### src/rtl/ofdm_frame_sequencer.sv
// OFDM receive framer control: SOF detect, header intake, symbol-count
// divider, frame completion tracking, watchdog and status counters.
module ofdm_frame_sequencer #(
  parameter int MAX_NUM_SYMBOLS   = 256,
  parameter int LEN_W             = 12,
  parameter int DBPS_W            = 9,
  parameter int SERVICE_TAIL_BITS = 22,
  parameter int TIMEOUT_CYCLES    = 65535,
  localparam int NS_W = $clog2(MAX_NUM_SYMBOLS + 1)
) (
  input  logic              clk,
  input  logic              reset,
  input  logic              framer_sof,
  input  logic              framer_eof,
  input  logic              framer_last_beat,
  input  logic [LEN_W-1:0]  hdr_len,
  input  logic [DBPS_W-1:0] hdr_dbps,
  input  logic              hdr_valid,
  output logic              hdr_ready,
  output logic [NS_W-1:0]   num_symbols,
  output logic              num_symbols_valid,
  output logic              busy,
  output logic              frame_done,
  output logic              frame_error,
  output logic [2:0]        error_code,
  output logic [31:0]       frame_cnt,
  output logic [15:0]       error_cnt
);

  localparam int REM_W = LEN_W + 4;
  localparam int WD_W  = $clog2(TIMEOUT_CYCLES + 1);

  localparam logic [2:0] E_BAD_HDR  = 3'd1;
  localparam logic [2:0] E_LATE_HDR = 3'd2;
  localparam logic [2:0] E_TIMEOUT  = 3'd3;
  localparam logic [2:0] E_OVERLAP  = 3'd4;
  localparam logic [2:0] E_OVERFLOW = 3'd5;

  typedef enum logic [1:0] {
    S_IDLE,
    S_WAIT_HDR,
    S_DIVIDE,
    S_RUN
  } state_t;

  state_t              r_state;
  state_t              w_state_nxt;
  logic                r_sof_d;
  logic [WD_W-1:0]     r_wd;
  logic [WD_W-1:0]     w_wd_nxt;
  logic [REM_W-1:0]    r_rem;
  logic [REM_W-1:0]    w_rem_nxt;
  logic [NS_W-1:0]     r_q;
  logic [NS_W-1:0]     w_q_nxt;
  logic [DBPS_W-1:0]   r_dbps;
  logic [DBPS_W-1:0]   w_dbps_nxt;
  logic                w_done_nxt;
  logic                w_err_nxt;
  logic [2:0]          w_code_nxt;

  logic                r_hdr_ready;
  logic [NS_W-1:0]     r_nsym;
  logic                r_nsym_vld;
  logic                r_busy;
  logic                r_done;
  logic                r_err;
  logic [2:0]          r_code;
  logic [31:0]         r_fcnt;
  logic [15:0]         r_ecnt;

  logic w_start;
  logic w_end;
  logic w_timeout;
  logic w_active;

  assign w_start   = framer_sof & ~r_sof_d;
  assign w_end     = framer_eof & framer_last_beat;
  assign w_active  = (r_state != S_IDLE);
  assign w_timeout = w_active &&
                     (r_wd == WD_W'(TIMEOUT_CYCLES - 1));

  always_comb begin
    w_state_nxt = r_state;
    w_wd_nxt    = w_active ? r_wd + 1'b1 : r_wd;
    w_rem_nxt   = r_rem;
    w_q_nxt     = r_q;
    w_dbps_nxt  = r_dbps;
    w_done_nxt  = 1'b0;
    w_err_nxt   = 1'b0;
    w_code_nxt  = r_code;
    if (w_start) begin
      w_wd_nxt    = '0;
      w_state_nxt = S_WAIT_HDR;
      if (w_active) begin
        w_err_nxt  = 1'b1;
        w_code_nxt = E_OVERLAP;
      end
    end else if (w_timeout) begin
      w_err_nxt   = 1'b1;
      w_code_nxt  = E_TIMEOUT;
      w_state_nxt = S_IDLE;
    end else if (w_end && (r_state == S_WAIT_HDR ||
                           r_state == S_DIVIDE)) begin
      w_err_nxt   = 1'b1;
      w_code_nxt  = E_LATE_HDR;
      w_state_nxt = S_IDLE;
    end else if (w_end && r_state == S_RUN) begin
      w_done_nxt  = 1'b1;
      w_state_nxt = S_IDLE;
    end else begin
      case (r_state)
        S_WAIT_HDR: begin
          if (hdr_valid) begin
            if (hdr_len == '0 || hdr_dbps == '0) begin
              w_err_nxt   = 1'b1;
              w_code_nxt  = E_BAD_HDR;
              w_state_nxt = S_IDLE;
            end else begin
              w_rem_nxt   = (REM_W'(hdr_len) << 3) +
                            REM_W'(SERVICE_TAIL_BITS);
              w_q_nxt     = '0;
              w_dbps_nxt  = hdr_dbps;
              w_state_nxt = S_DIVIDE;
            end
          end
        end
        S_DIVIDE: begin
          if (r_rem <= REM_W'(r_dbps)) begin
            w_q_nxt     = r_q + 1'b1;
            w_state_nxt = S_RUN;
          end else if (r_q == NS_W'(MAX_NUM_SYMBOLS - 1)) begin
            w_err_nxt   = 1'b1;
            w_code_nxt  = E_OVERFLOW;
            w_state_nxt = S_IDLE;
          end else begin
            w_rem_nxt = r_rem - REM_W'(r_dbps);
            w_q_nxt   = r_q + 1'b1;
          end
        end
        default: ;
      endcase
    end
  end

  always_ff @(posedge clk) begin
    if (reset) begin
      r_state     <= S_IDLE;
      r_sof_d     <= 1'b0;
      r_wd        <= '0;
      r_rem       <= '0;
      r_q         <= '0;
      r_dbps      <= '0;
      r_hdr_ready <= 1'b0;
      r_nsym      <= '0;
      r_nsym_vld  <= 1'b0;
      r_busy      <= 1'b0;
      r_done      <= 1'b0;
      r_err       <= 1'b0;
      r_code      <= '0;
      r_fcnt      <= '0;
      r_ecnt      <= '0;
    end else begin
      r_state     <= w_state_nxt;
      r_sof_d     <= framer_sof;
      r_wd        <= w_wd_nxt;
      r_rem       <= w_rem_nxt;
      r_q         <= w_q_nxt;
      r_dbps      <= w_dbps_nxt;
      r_hdr_ready <= (w_state_nxt == S_WAIT_HDR);
      r_nsym_vld  <= (w_state_nxt == S_RUN);
      r_nsym      <= (w_state_nxt == S_RUN) ? w_q_nxt : '0;
      r_busy      <= (w_state_nxt != S_IDLE);
      r_done      <= w_done_nxt;
      r_err       <= w_err_nxt;
      r_code      <= w_code_nxt;
      if (w_done_nxt)
        r_fcnt <= r_fcnt + 1'b1;
      if (w_err_nxt && r_ecnt != 16'hFFFF)
        r_ecnt <= r_ecnt + 1'b1;
    end
  end

  assign hdr_ready         = r_hdr_ready;
  assign num_symbols       = r_nsym;
  assign num_symbols_valid = r_nsym_vld;
  assign busy              = r_busy;
  assign frame_done        = r_done;
  assign frame_error       = r_err;
  assign error_code        = r_code;
  assign frame_cnt         = r_fcnt;
  assign error_cnt         = r_ecnt;

endmodule

### config.mk
export PLATFORM = sky130hd
export DESIGN_NAME = ofdm_frame_sequencer
export DESIGN_NICKNAME = d
export VERILOG_FILES = /design/src/rtl/ofdm_frame_sequencer.sv
export SDC_FILE = /design/constraint.sdc
export NUM_CORES = 1
export LEC_CHECK = 0
export CAP_MARGIN = 20
export CORE_ASPECT_RATIO = 0.5
export CORE_MARGIN = 2
export CORE_UTILIZATION = 40
export DETAILED_ROUTE_END_ITERATION = 10
export SKIP_LAST_GASP = 1
export SLEW_MARGIN = 30
export SYNTH_ARGS = -nofsm -noshare
export SYNTH_HDL_FRONTEND = slang
export SYNTH_SLANG_ARGS = --single-unit
### constraint.sdc
create_clock -name clk -period 4.6 [get_ports clk]
set_input_delay 0.69 -clock clk [delete_from_list [all_inputs] [get_ports clk]]
set_output_delay 0.69 -clock clk [all_outputs]
set_load 0.02 [all_outputs]
# After elaboration in Yosys (flattened, before gate mapping)

Index checks and enable logic that the tools add are counted.

Logic and storage cells: 113
Input bits: 27
Output and inout port bits: 65
Register bits: 118

Multiplexer cells: 47
Add/sub/neg operators: 6
Bitwise operators: 9
Magnitude comparators: 1
Reductions and logical operators: 17
Equality and inequality tests: 18

Operator list:

| operator                                                                 | count |
|---|---|
| 9-bit two-way mux                                                        | 8 |
| 16-bit two-way mux                                                       | 4 |
| 16-bit by 1-bit adder with 16-bit output (second input constant)         | 2 |
| 32-bit by 1-bit adder with 32-bit output (second input constant)         | 1 |
| 16-bit case mux with 2 select lines                                      | 1 |
| 3-bit two-way mux                                                        | 9 |
| 9-bit case mux with 2 select lines                                       | 1 |
| 15-bit by 5-bit adder with 16-bit output (second input constant)         | 1 |
| 16-bit equality test (second input constant)                             | 1 |
| 16-bit by 9-bit <= comparator with 1-bit output                          | 1 |
| 2-bit two-way mux                                                        | 8 |
| 16-bit inequality test (second input constant)                           | 1 |
| 16-bit by 9-bit subtractor with 16-bit output                            | 1 |
| 7-bit AND reduction                                                      | 2 |
| 1-bit two-way mux                                                        | 13 |
| 12-bit zero test                                                         | 1 |
| 5-bit by 3-bit inequality test with 1-bit output (second input constant) | 2 |
| 9-bit by 1-bit adder with 9-bit output (second input constant)           | 1 |
| 9-bit by 8-bit equality test with 1-bit output (second input constant)   | 1 |
| 9-bit zero test                                                          | 1 |
| 9-bit AND reduction                                                      | 1 |
| 2-bit inequality test (second input constant)                            | 4 |
| 1-bit inverter                                                           | 7 |
| 2-bit equality test (second input constant)                              | 3 |
| 14 further kinds                                                         | 23 |

# Logic depth before layout (Yosys ltp)

Gate-level depths: netlist of the first run.

Depth after elaboration: 12
Mapped depth: 13
Depth with buffers taken out: 12

# Worst setup path after synthesis of the first run

No wires, ideal clock.

Kind: reg-to-reg
From: reg r_state[0]
To: reg r_ecnt[6] (netlist: error_cnt[6])
Library setup time: 0.121 ns
Stages on the path, launching flop included: 11
Path buffers: 1
Required time: 4.479 ns
Slack: 1.869 ns
Arrival time: 2.610 ns
Period minus slack after synthesis: 2.731 ns
Cells stage by stage: dfxtp_1 inv_1 ha_1 clkbuf_1 nand3b_1 nor3_1 a21oi_1 nor2_1 a311oi_4 nor4b_1 mux2_2

Longest elaborated chain between the ends: 7
Elaborated cells on any way between the ends: 15
Those cells by class: 3 x eq/ne; 6 x mux; 6 x reduce/logical

Ends and longest elaborated chain:

| element                                                    | RTL line | RTL |
|---|---|---|
| from (decl)                                                | 46       | `state_t r_state;` |
| from (signal assigned)                                     | 163      | `r_state <= w_state_nxt;` |
| 2-bit equality test (tied with other cells)                | 103, 111 |  |
| 1-bit case mux with 2 select lines (tied with other cells) | 111      | `case (r_state)` |
| 1-bit two-way mux or 1-bit logical AND (tied branches)     | 107, 102 |  |
| 1-bit two-way mux                                          | 102      | `end else if (w_end && (r_state == S_WAIT_HDR \|\|` |
| 1-bit two-way mux                                          | 98       | `end else if (w_timeout) begin` |
| 1-bit two-way mux (*)                                      | 91       | `if (w_start) begin` |
| 1-bit logical AND (*)                                      | 178      | `if (w_err_nxt && r_ecnt != 16'hFFFF)` |
| to (signal assigned)                                       | 179      | `r_ecnt <= r_ecnt + 1'b1;` |
| to (decl)                                                  | 69       | `logic [15:0] r_ecnt;` |

Every way passes the cells marked *; elsewhere a longest branch is shown, timed or not.
A chain may end at the register's enable or synchronous reset.

# Worst setup path in the final report of the first run

From: reg r_rem[0]
To: reg r_ecnt[6] (netlist: error_cnt[6])

Longest elaborated chain between the ends: 8

Ends and longest elaborated chain:

| element                                         | RTL line | RTL |
|---|---|---|
| from (decl)                                     | 51       | `logic [REM_W-1:0] r_rem;` |
| from (signal assigned)                          | 166      | `r_rem <= w_rem_nxt;` |
| 16-bit by 9-bit <= comparator with 1-bit output | 128      | `if (r_rem <= REM_W'(r_dbps)) begin` |
| 1-bit two-way mux                               | 128      |  |
| 1-bit case mux with 2 select lines              | 111      |  |
| 1-bit two-way mux                               | 107      | `end else if (w_end && r_state == S_RUN) begin` |
| 1-bit two-way mux                               | 102      |  |
| 1-bit two-way mux                               | 98       |  |
| 1-bit two-way mux                               | 91       |  |
| 1-bit logical AND                               | 178      |  |

Every way passes these cells.

==> summary.log, run 1 <==
[critical_path] library cell contributing the largest single delay on the critical path sky130_fd_sc_hd__o21ai_2
[global_route] total routing resource utilization after global routing 17.9%
[routing] Pre-antenna DRT Iters 6
[timing] final critical-path share of the clock period 77.4%
[global_route] maximum number of pins on one net before global-route repair 56
[placement] number of input and output port buffers inserted 91
[timing] Final setup violation count 0
[final_layout] final net count 894
[final_layout] proportion of layout cells with a drive suffix above 1 5.48%
[routing] initial DRC count 265
[status] run status completed
[synthesis] leading post-synthesis cells by instance count sky130_fd_sc_hd__dfxtp_1, sky130_fd_sc_hd__nor2_1, sky130_fd_sc_hd__nand2_1
[global_route] first-pass GRT wire length 24500 um
[routing] Avg WL per Cell 13.9 um
[synthesis] post-synthesis net count 812
[synthesis] Post-synth ARST share 0%
[cts] CTS tree built
[synthesis] cell with the most instances after synthesis sky130_fd_sc_hd__dfxtp_1
[power_and_ir_drop] Lkg Pwr 2.73 nW
[placement] instance area at placement 0.00724 mm^2
[synthesis] most area-hungry cell type in the Yosys netlist sky130_fd_sc_hd__dfxtp_1
[flow_run] max-cap check violation count 0
[final_layout] number of antenna repair diodes 0
[cts] register clock-pin slew on the reported worst setup and hold paths 0.06 ns
[final_layout] fillers 1438
[timing] Max Clock Skew 0.0110 ns
[synthesis] synthesized area per cell 8.10 um^2
[cts] Gates resized, CTS repair 0
[critical_path] maximum cell stage delay along the critical path 0.54 ns
[cts] post-CTS setup-driven buffer insertion count 0
[hold_path] worst hold path endpoint r_rem[0]
[routing] total number of vias 5635
[cts] latest clock arrival within the worst-skew pair 0.41 ns
[routing] Antenna Violating Nets Remaining 0
[routing] number of design rule violations left after detail routing 0
[timing] total count of max-transition violations in the final report 0
[timing] count of final hold-check violations 0
[timing] FMAX 281 MHz
[timing] slew at the pin with the worst max-slew slack 0.917 ns
[critical_path] Crit Path Class reg2reg
[floorplan] area inside the core boundary 0.0153 mm^2
[critical_path] endpoint of the lowest-slack register-to-register path error_cnt[6]
[timing] setup repair after global routing missed its margin no
[critical_path] required time of the critical path 4.90 ns
[critical_path] highest fanout seen on the critical path 25
[power_and_ir_drop] power density over cell area 344 mW/mm^2
[synthesis] post-synthesis instance area 0.00618 mm^2
[hold_path] HP Class reg2reg
[critical_path] flop-to-flop setup slack 1.04 ns
[floorplan] Die H 91.9 um
[timing] accumulated negative setup slack 0 ns
[global_route] vias in the first global route 5166
[synthesis] area share of the largest cell type after synthesis 38.2%
[critical_path] FF-to-FF Start r_rem[0]
[synthesis] part of the Yosys area used for sequential elements 38.2%
[routing] final WL 14700 um
[floorplan] die footprint 0.0165 mm^2
[critical_path] Setup crit end kind flop
[synthesis] most common flop cell mapped by yosys sky130_fd_sc_hd__dfxtp_1
[critical_path] worst path cell trace inv_1 > ha_1 > fa_1 > nand2b_1 > a21oi_1 > a211oi_2 > o21ai_2 > a311oi_4 > nor4b_1 > mux2_2
[power_and_ir_drop] worst ir drop on vdd 212 uV
[placement] DPL Wire Length 10500 um
[critical_path] arrival time of the worst setup path 3.86 ns
[timing] Max-Slew Margin vs Limit 38.9%
[floorplan] Std-Cell Rows 32
[routing] Via density 5.31
[hold_path] number of stages on the worst hold path 2
[synthesis] synth top area cells sky130_fd_sc_hd__dfxtp_1, sky130_fd_sc_hd__nor2_1, sky130_fd_sc_hd__ha_1
[floorplan] Initial Utilization 40.5%
[timing] post-layout minimum cycle time 3.56 ns
[global_route] number of antenna violations at the first check in global routing 0
[global_route] Remaining Overflow, GRT 0
[critical_path] r2r worst-path depth 10
[cts] root buffer selected by CTS sky130_fd_sc_hd__clkbuf_16
[synthesis] number of synthesized register bits 118
[cts] Longest Clk Path Bufs 2
[floorplan] IO Count 92
[synthesis] number of warnings issued by yosys 0
[synthesis] number of instances in the synthesized netlist 763
[hold_path] startpoint of the worst hold path r_rem[0]
[cts] total of hold buffers inserted after clock tree synthesis 0
[cts] maximum level of the CTS H-tree 4
[critical_path] CP startpoint kind flop
[final_layout] area delta synth->final 27.1%
[synthesis] number of synthesized flops with an enable pin 0
[cts] number of buffers created by CTS 17
[cts] number of clock sinks 118
[floorplan] width of the die 180 um
[synthesis] count of cell types in the netlist 60
[placement] gpl congestion 0.813
[final_layout] post-route design area 0.00785 mm^2
## critical path: cells and delay by family, from the launching register on
kind | cells | cell delay (ns)
AO/OA/AOI/OAI | 4 | 1.51
adder cells (fa/ha/maj) | 2 | 0.62
buffers and inverters | 1 | 0.05
flip-flops | 1 | 0.33
multiplexers | 1 | 0.37
AND/OR/NAND/NOR | 2 | 0.55
## flip-flops by register name (all words and copies together), names as in the netlist
| register | flops |
|---|---|
| frame_cnt | 32 |
| error_cnt | 16 |
| r_rem | 16 |
| r_wd | 16 |
| num_symbols | 9 |
| r_dbps | 9 |
| r_q | 9 |
| error_code | 3 |
| r_state | 2 |
| busy | 1 |
| frame_done | 1 |
| frame_error | 1 |
| hdr_ready | 1 |
| num_symbols_valid | 1 |
| r_sof_d | 1 |
## cell usage in the layout, fill, tap and decap left out, types with 3 or more instances in the layout
master / n
sky130_fd_sc_hd__nor3b_1: 8
sky130_fd_sc_hd__nand2_1: 62
sky130_fd_sc_hd__ha_1: 21
sky130_fd_sc_hd__clkbuf_16: 17
sky130_fd_sc_hd__inv_1: 28
sky130_fd_sc_hd__o211ai_1: 4
sky130_fd_sc_hd__mux2i_1: 11
sky130_fd_sc_hd__or3_1: 19
sky130_fd_sc_hd__nand3b_1: 4
sky130_fd_sc_hd__nor3_1: 26
sky130_fd_sc_hd__nand4_1: 16
sky130_fd_sc_hd__xnor2_1: 22
sky130_fd_sc_hd__or4_1: 4
sky130_fd_sc_hd__a311oi_1: 4
sky130_fd_sc_hd__xor2_1: 26
sky130_fd_sc_hd__and3_1: 19
sky130_fd_sc_hd__o21ai_0: 36
sky130_fd_sc_hd__nor2b_1: 18
sky130_fd_sc_hd__nor4_1: 5
sky130_fd_sc_hd__nand3_1: 39
sky130_fd_sc_hd__and2_1: 10
sky130_fd_sc_hd__a21oi_1: 44
sky130_fd_sc_hd__clkinvlp_4: 4
sky130_fd_sc_hd__o22ai_1: 9
sky130_fd_sc_hd__o32ai_1: 5
sky130_fd_sc_hd__buf_4: 5
sky130_fd_sc_hd__a211oi_1: 8
sky130_fd_sc_hd__nand2b_1: 11
sky130_fd_sc_hd__clkdlybuf4s50_1: 90
sky130_fd_sc_hd__bufinv_16: 3
sky130_fd_sc_hd__dfxtp_1: 118
sky130_fd_sc_hd__and4_1: 9
sky130_fd_sc_hd__clkinv_2: 3
sky130_fd_sc_hd__a21o_1: 4
sky130_fd_sc_hd__mux2_1: 4
sky130_fd_sc_hd__nor2_1: 102
## metrics by stage
step	std cells	util, %	worst slack [ns]	hold slack (ns)	power [mW]
after floorplan	763	-	1.87	0.432	1.27
final	1061	51.5	1.04	0.480	2.70
after detailed placement	1030	47.5	0.997	0.458	1.36
after global routing	1061	51.5	0.802	0.486	2.81
after global placement	1030	47.5	1.07	0.444	1.36
after CTS	1061	51.4	1.04	0.472	2.73
## logic make-up (layout without fill, tap and decap cells)
family	count (synthesis)	in the layout	share of synthesized area [%]
flip-flops	118	118	38.2
AO/OA/AOI/OAI	136	136	14.0
buffers and inverters	61	155	3.91
multiplexers	17	17	2.87
XOR/XNOR	48	48	6.80
adder cells (fa/ha/maj)	22	22	4.57
AND/OR/NAND/NOR	361	361	29.7
## routing by layer
metal | routed length [um] | up-vias | track usage [%]
met3 | 565 | 17 | 3.53
li1 | - | 2871 | -
met1 | 7580 | 2624 | 24.6
met4 | 220 | 0 | 5.96
met2 | 6370 | 123 | 28.4
met5 | 0 | - | 0
## where the power goes
group / internal (mW) / total [mW] / switching (mW)
clock network: 0.876 / 1.36 / 0.482
logic: 0.122 / 0.294 / 0.171
registers: 1.04 / 1.05 / 0.0129
## cell type report
| cell class | instances | area, um^2 | area share (%) |
|---|---|---|---|
| Multi-Input combinational cell | 584 | 3580 | 45.6 |
| Sequential cell | 118 | 2360 | 30.1 |
| Timing Repair Buffer | 95 | 938 | 11.9 |
| Clock buffer | 19 | 453 | 5.77 |
| Tap cell | 204 | 255 | 3.25 |
| Clock inverter | 12 | 153 | 1.94 |
| Inverter | 29 | 109 | 1.39 |
## worst max-delay path by stage
stage | start | endpoint | slack [ns]
5_1_grt | r_rem[0] | error_cnt[6] | 0.80
6_report | r_rem[0] | error_cnt[6] | 1.04
3_3_place_gp | hdr_len[7] | r_rem[9] | 1.07
2_1_floorplan | r_state[0] | error_cnt[6] | 1.87
4_1_cts | r_rem[0] | error_cnt[6] | 1.04
3_5_place_dp | hdr_len[7] | r_rem[12] | 1.0
Power figures use the tool's default switching activity.
==> inputs of run 2 (changes only) <==
==> constraint.sdc (replaced) <==
create_clock -name clk -period 3.75 [get_ports clk]
set_input_delay 0.5625 -clock clk [delete_from_list [all_inputs] [get_ports clk]]
set_output_delay 0.5625 -clock clk [all_outputs]
set_load 0.02 [all_outputs]
==> summary.log, run 2 (same netlist as run 1, synthesis figures left out) <==
[hold_path] HP Class reg2reg
[routing] Via density 5.31 [about the same]
[critical_path] endpoint of the lowest-slack register-to-register path error_cnt[6]
[final_layout] proportion of layout cells with a drive suffix above 1 6.02% [+0.53 points]
[cts] Gates resized, CTS repair 0 [unchanged]
[timing] accumulated negative setup slack 0 ns [unchanged]
[floorplan] area inside the core boundary 0.0153 mm^2 [unchanged]
[global_route] vias in the first global route 5259 [+1.8%]
[cts] root buffer selected by CTS sky130_fd_sc_hd__clkbuf_16
[critical_path] highest fanout seen on the critical path 25 [unchanged]
[placement] number of input and output port buffers inserted 91 [unchanged]
[final_layout] post-route design area 0.00793 mm^2 [+0.92%]
[critical_path] required time of the critical path 4.04 ns [-0.86 ns]
[power_and_ir_drop] Lkg Pwr 2.77 nW [+1.5%]
[cts] register clock-pin slew on the reported worst setup and hold paths 0.06 ns [about the same]
[floorplan] IO Count 92 [unchanged]
[timing] slew at the pin with the worst max-slew slack 0.917 ns [-0.000639 ns]
[floorplan] Initial Utilization 40.5% [unchanged]
[hold_path] worst hold path endpoint r_rem[0]
[routing] Antenna Violating Nets Remaining 0 [unchanged]
[timing] count of final hold-check violations 0 [unchanged]
[cts] maximum level of the CTS H-tree 4 [unchanged]
[cts] CTS tree built
[timing] Final setup violation count 0 [unchanged]
[routing] Pre-antenna DRT Iters 4 [-2]
[placement] gpl congestion 0.849 [+4.5%]
[cts] latest clock arrival within the worst-skew pair 0.41 ns [about the same]
[floorplan] width of the die 180 um [unchanged]
[critical_path] Setup crit end kind flop
[final_layout] number of antenna repair diodes 0 [unchanged]
[critical_path] arrival time of the worst setup path 3.44 ns [-0.42 ns]
[timing] Max Clock Skew 0.00996 ns [-0.00102 ns]
[global_route] total routing resource utilization after global routing 18.7% [+0.79 points]
[flow_run] max-cap check violation count 0 [unchanged]
[critical_path] CP startpoint kind flop
[final_layout] area delta synth->final 28.2%
[final_layout] final net count 900 [+0.67%]
[cts] Longest Clk Path Bufs 2 [unchanged]
[timing] setup repair after global routing missed its margin no
[cts] number of buffers created by CTS 17 [unchanged]
[critical_path] FF-to-FF Start r_rem[0]
[timing] final critical-path share of the clock period 83.8% [+6.4 points]
[routing] final WL 15400 um [+4.3%]
[placement] DPL Wire Length 10900 um [+3.6%]
[placement] instance area at placement 0.00729 mm^2 [+0.62%]
[final_layout] Sequential cell area 0.00236 mm^2 [unchanged]
[routing] Avg WL per Cell 14.4 um [+3.6%]
[timing] Max-Slew Margin vs Limit 38.9% [+0.043 points]
[cts] number of clock sinks 118 [unchanged]
[routing] initial DRC count 455 [+72%]
[critical_path] flop-to-flop setup slack 0.61 ns [-0.43 ns]
[timing] total count of max-transition violations in the final report 0 [unchanged]
[critical_path] Crit Path Class reg2reg
[critical_path] r2r worst-path depth 10 [unchanged]
[power_and_ir_drop] power density over cell area 432 mW/mm^2 [+25%]
[floorplan] Die H 91.9 um [unchanged]
[final_layout] number of flip-flops in the largest register 32 [unchanged]
[final_layout] total area of multi-input combinational cells 0.00358 mm^2 [-0.17%]
[final_layout] final design utilization 52.0% [+0.48 points]
[global_route] first-pass GRT wire length 25400 um [+3.7%]
[hold_path] startpoint of the worst hold path r_rem[0]
[final_layout] commonest non-fill, non-tap cells in the layout sky130_fd_sc_hd__dfxtp_1, sky130_fd_sc_hd__nor2_1, sky130_fd_sc_hd__clkdlybuf4s50_1
[global_route] Remaining Overflow, GRT 0 [unchanged]
[hold_path] number of stages on the worst hold path 2 [unchanged]
[final_layout] final instance count without filler cells 1068 [+0.66%]
[final_layout] commonest non-fill, non-tap cell in the layout sky130_fd_sc_hd__dfxtp_1
[global_route] maximum number of pins on one net before global-route repair 71 [+27%]
[status] run status completed
[cts] total of hold buffers inserted after clock tree synthesis 0 [unchanged]
[cts] post-CTS setup-driven buffer insertion count 0 [unchanged]
[timing] FMAX 318 MHz [+13%]
[timing] post-layout minimum cycle time 3.14 ns [-0.418 ns]
[power_and_ir_drop] worst ir drop on vdd 294 uV [+39%]
[placement] number of cells after detailed placement 1036 [+0.58%]
[final_layout] fillers 1481 [+3.0%]
[floorplan] die footprint 0.0165 mm^2 [unchanged]
[routing] total number of vias 5667 [+0.57%]
[global_route] number of antenna violations at the first check in global routing 0 [unchanged]
[floorplan] Std-Cell Rows 32 [unchanged]
[routing] number of design rule violations left after detail routing 0 [unchanged]
run 2: cell types whose count changed in the layout (fill, tap and decap cells not counted), sizes merged:
| cell | before | now |
|---|---|---|
| clkinv | 4 | 2 |
| buf | 5 | 11 |
| bufinv | 3 | 4 |
| inv | 30 | 32 |
run 2: critical path: stages (launching register included):
cell	delay, ns
sky130_fd_sc_hd__dfxtp_1	0.33
sky130_fd_sc_hd__inv_1	0.05
sky130_fd_sc_hd__ha_1	0.22
sky130_fd_sc_hd__fa_1	0.41
sky130_fd_sc_hd__nand2b_1	0.16
sky130_fd_sc_hd__a21oi_1	0.38
sky130_fd_sc_hd__a211oi_2	0.18
sky130_fd_sc_hd__o21ai_2	0.23
sky130_fd_sc_hd__a311oi_4	0.29
sky130_fd_sc_hd__nor4b_1	0.41
sky130_fd_sc_hd__mux2_2	0.37
run 2: area by class of cell:
class,count,share of cell area [%]
Timing Repair Buffer,101,12.4
Multi-Input combinational cell,584,45.1
Tap cell,204,3.22
Inverter,29,1.37
Clock inverter,13,2.48
Sequential cell,118,29.8
Clock buffer,19,5.59
run 2: worst max-delay path by stage:
stage	start	to	slack (ns)	depth (start not counted)
floorplan	r_state[0]	error_cnt[6]	1.02	10
global placement	framer_sof	error_cnt[5]	0.54	8
detailed placement	framer_sof	error_cnt[0]	0.51	8
CTS	r_rem[0]	error_cnt[6]	0.59	10
global route	r_rem[0]	num_symbols[3]	0.29	11
finish	r_rem[0]	error_cnt[6]	0.61	10
run 2: metrics by stage:
step | hold slack, ns | power (mW) | setup WS, ns
after floorplan | 0.432 | 1.56 | 1.02
after global placement | 0.446 | 1.68 | 0.543
after detailed placement | 0.453 | 1.68 | 0.508
after CTS | 0.461 | 3.46 | 0.592
after global routing | 0.488 | 3.55 | 0.288
final | 0.459 | 3.42 | 0.607
run 2: routing by layer:
metal  wire, um  GRT usage (%)
met3        590           3.69
met1       7670           25.0
met5          0              0
met2       6970           30.7
met4        127           5.69
run 2: where the power goes:
part / internal, mW / switching [mW]
Sequential: 1.27 / 0.0158
Combinational: 0.156 / 0.212
Clock: 1.14 / 0.625
Total: 2.57 / 0.853
==> inputs of run 3 (changes only) <==
==> constraint.sdc (replaced) <==
create_clock -name clk -period 2.77 [get_ports clk]
set_input_delay 0.4155 -clock clk [delete_from_list [all_inputs] [get_ports clk]]
set_output_delay 0.4155 -clock clk [all_outputs]
set_load 0.02 [all_outputs]
==> summary.log, run 3 (same netlist as run 1, synthesis figures left out) <==
[global_route] met1 track utilization from global routing 24.9% [-0.15 points]
[timing] final hold slack 0.392 ns [-0.0674 ns]
[floorplan] Std-Cell Rows 32 [unchanged]
[critical_path] required time of the critical path 3.07 ns [-0.97 ns]
[cts] root buffer selected by CTS sky130_fd_sc_hd__clkbuf_16
[routing] Pre-antenna DRT Iters 5 [+1]
[cts] CTS tree built
[power_and_ir_drop] Lkg Pwr 3.05 nW [+10%]
[critical_path] highest fanout seen on the critical path 6 [-76%]
[cts] register clock-pin slew on the reported worst setup and hold paths 0.06 ns [about the same]
[critical_path] maximum cell stage delay along the critical path 0.49 ns [+0.08 ns]
[routing] Antenna Violating Nets Remaining 0 [unchanged]
[final_layout] number of flip-flops in the largest register 32 [unchanged]
[global_route] Top Usage Layer GRT met2
[timing] FMAX 373 MHz [+17%]
[floorplan] die footprint 0.0165 mm^2 [unchanged]
[status] run status completed
[power_and_ir_drop] Overall Power 4.89 mW [+43%]
[cts] maximum level of the CTS H-tree 4 [unchanged]
[routing] Via density 5.29 [-0.25%]
[cts] latest clock arrival within the worst-skew pair 0.41 ns [about the same]
[critical_path] worst path cell trace inv_1 > ha_1 > and3_1 > and3_1 > a211oi_4 > o21ai_4 > a311oi_4 > nor3_1 > mux2_1
[final_layout] total area of multi-input combinational cells 0.00367 mm^2 [+2.7%]
[floorplan] width of the die 180 um [unchanged]
[timing] setup repair after global routing missed its margin yes
[placement] gpl congestion 0.829 [-2.4%]
[final_layout] commonest non-fill, non-tap cell in the layout sky130_fd_sc_hd__dfxtp_1
[final_layout] final instance count without filler cells 1116 [+4.5%]
[floorplan] Die H 91.9 um [unchanged]
[final_layout] fillers 1445 [-2.4%]
[routing] number of design rule violations left after detail routing 0 [unchanged]
[timing] slew at the pin with the worst max-slew slack 0.604 ns [-0.313 ns]
[final_layout] proportion of layout cells with a drive suffix above 1 12.4% [+6.4 points]
[critical_path] critical path's most frequent cell sky130_fd_sc_hd__and3_1
[global_route] met3 track utilization from global routing 4.21% [+0.52 points]
[critical_path] cell family with most CP delay compound AO/OA/AOI/OAI gates
[global_route] vias in the first global route 5363 [+2.0%]
[placement] number of input and output port buffers inserted 91 [unchanged]
[placement] instance area at placement 0.00763 mm^2 [+4.7%]
[global_route] first-pass GRT wire length 25400 um [about the same]
[routing] total number of vias 5907 [+4.2%]
[floorplan] Initial Utilization 40.5% [unchanged]
[timing] Max-Slew Margin vs Limit 59.7% [+21 points]
[critical_path] CP startpoint kind flop
[final_layout] final net count 948 [+5.3%]
[power_and_ir_drop] power density over cell area 580 mW/mm^2 [+34%]
[power_and_ir_drop] worst ir drop on vdd 475 uV [+61%]
[critical_path] count of buffer and inverter cells on the critical path 1 [unchanged]
[timing] total count of max-transition violations in the final report 0 [unchanged]
[flow_run] max-cap check violation count 0 [unchanged]
[final_layout] final design utilization 55.3% [+3.3 points]
[critical_path] arrival time of the worst setup path 2.98 ns [-0.46 ns]
[final_layout] Sequential cell area 0.00236 mm^2 [about the same]
[routing] Avg WL per Cell 14.0 um [-2.6%]
[cts] number of buffers created by CTS 17 [unchanged]
[timing] Max Clock Skew 0.00880 ns [-0.00116 ns]
[hold_path] HP Class in2reg
[timing] final critical-path share of the clock period 96.8% [+13 points]
[floorplan] IO Count 92 [unchanged]
[critical_path] library cell contributing the largest single delay on the critical path sky130_fd_sc_hd__a311oi_4
[cts] number of clock sinks 118 [unchanged]
[global_route] total routing resource utilization after global routing 18.7% [about the same]
[final_layout] area delta synth->final 36.5%
[critical_path] Crit Path Class reg2reg
[placement] DPL Wire Length 11200 um [+2.9%]
[routing] final WL 15600 um [+1.8%]
[cts] Longest Clk Path Bufs 2 [unchanged]
[final_layout] post-route design area 0.00844 mm^2 [+6.4%]
[floorplan] area inside the core boundary 0.0153 mm^2 [unchanged]
[placement] number of cells after detailed placement 1080 [+4.2%]
[global_route] Remaining Overflow, GRT 0 [unchanged]
[critical_path] Setup crit end kind flop
[timing] Final setup violation count 0 [unchanged]
[global_route] maximum number of pins on one net before global-route repair 43 [-39%]
[timing] post-layout minimum cycle time 2.68 ns [-0.463 ns]
[final_layout] commonest non-fill, non-tap cells in the layout sky130_fd_sc_hd__dfxtp_1, sky130_fd_sc_hd__nor2_1, sky130_fd_sc_hd__clkdlybuf4s50_1
[final_layout] number of antenna repair diodes 0 [unchanged]
[global_route] number of antenna violations at the first check in global routing 0 [unchanged]
[global_route] met2 track demand over resource 30.2% [-0.51 points]
[routing] initial DRC count 338 [-26%]
[timing] count of final hold-check violations 0 [unchanged]
==> run 3: cell count changes in the layout (fill, tap and decap cells not counted), moves of 2 or more <==
| cell | delta |
|---|---|
| sky130_fd_sc_hd__buf_4 | +44 |
| sky130_fd_sc_hd__clkinvlp_4 | -4 |
| sky130_fd_sc_hd__clkinv_4 | +3 |
| sky130_fd_sc_hd__a211oi_1 | -2 |
| sky130_fd_sc_hd__buf_6 | +2 |
| sky130_fd_sc_hd__bufinv_16 | +2 |
| sky130_fd_sc_hd__ha_1 | -2 |
| sky130_fd_sc_hd__ha_2 | +2 |
==> run 3: stage by stage <==
step / TNS (ns) / worst slack, ns
after floorplan: 0 / 0.0393
after global placement: -0.0296 / -0.0296
after detailed placement: -0.998 / -0.170
after CTS: 0 / 0.0268
after global routing: -0.123 / -0.0339
final: 0 / 0.0893
==> run 3: layout make-up <==
| type | count | share of cell area [%] |
|---|---|---|
| sequential | 118 | 28.0 |
| inverter | 29 | 1.29 |
| clock buffer | 18 | 5.09 |
| tap | 204 | 3.03 |
| clock inverter | 14 | 2.95 |
| multi-input combinational | 585 | 43.6 |
| timing repair buffer | 148 | 16.1 |
==> run 3: final timing paths <==
kind              from             to  slack [ns]  depth (start not counted)
max reg2reg  r_dbps[6]   error_cnt[5]        0.09                          9
min reg2reg   r_rem[0]       r_rem[0]        0.45                          2
min              reset  error_code[1]        0.39                          2
max          r_dbps[6]   error_cnt[5]        0.09                          9
==> run 3: routing by layer <==
| metal | vias up | wire, um |
|---|---|---|
| li1 | 2982 | - |
| met1 | 2791 | 7720 |
| met2 | 125 | 7230 |
| met3 | 9 | 585 |
| met4 | 0 | 108 |
| met5 | - | 0 |
==> run 3: timing repair <==
action,CTS,global route
setup buffers,0,3
hold buffers,0,0
gates resized for setup,3,16
pin swaps,0,8
cloned,0,1
endpoints found under the setup margin,3,48
hold endpoints to repair,0,0
==> run 3: power breakdown <==
| part | leakage, nW | internal (mW) | switching (mW) | total (mW) |
|---|---|---|---|---|
| sequential | 0.954 | 1.73 | 0.0187 | 1.74 |
| clock | 0.331 | 1.70 | 0.842 | 2.54 |
| combinational | 1.76 | 0.284 | 0.323 | 0.607 |
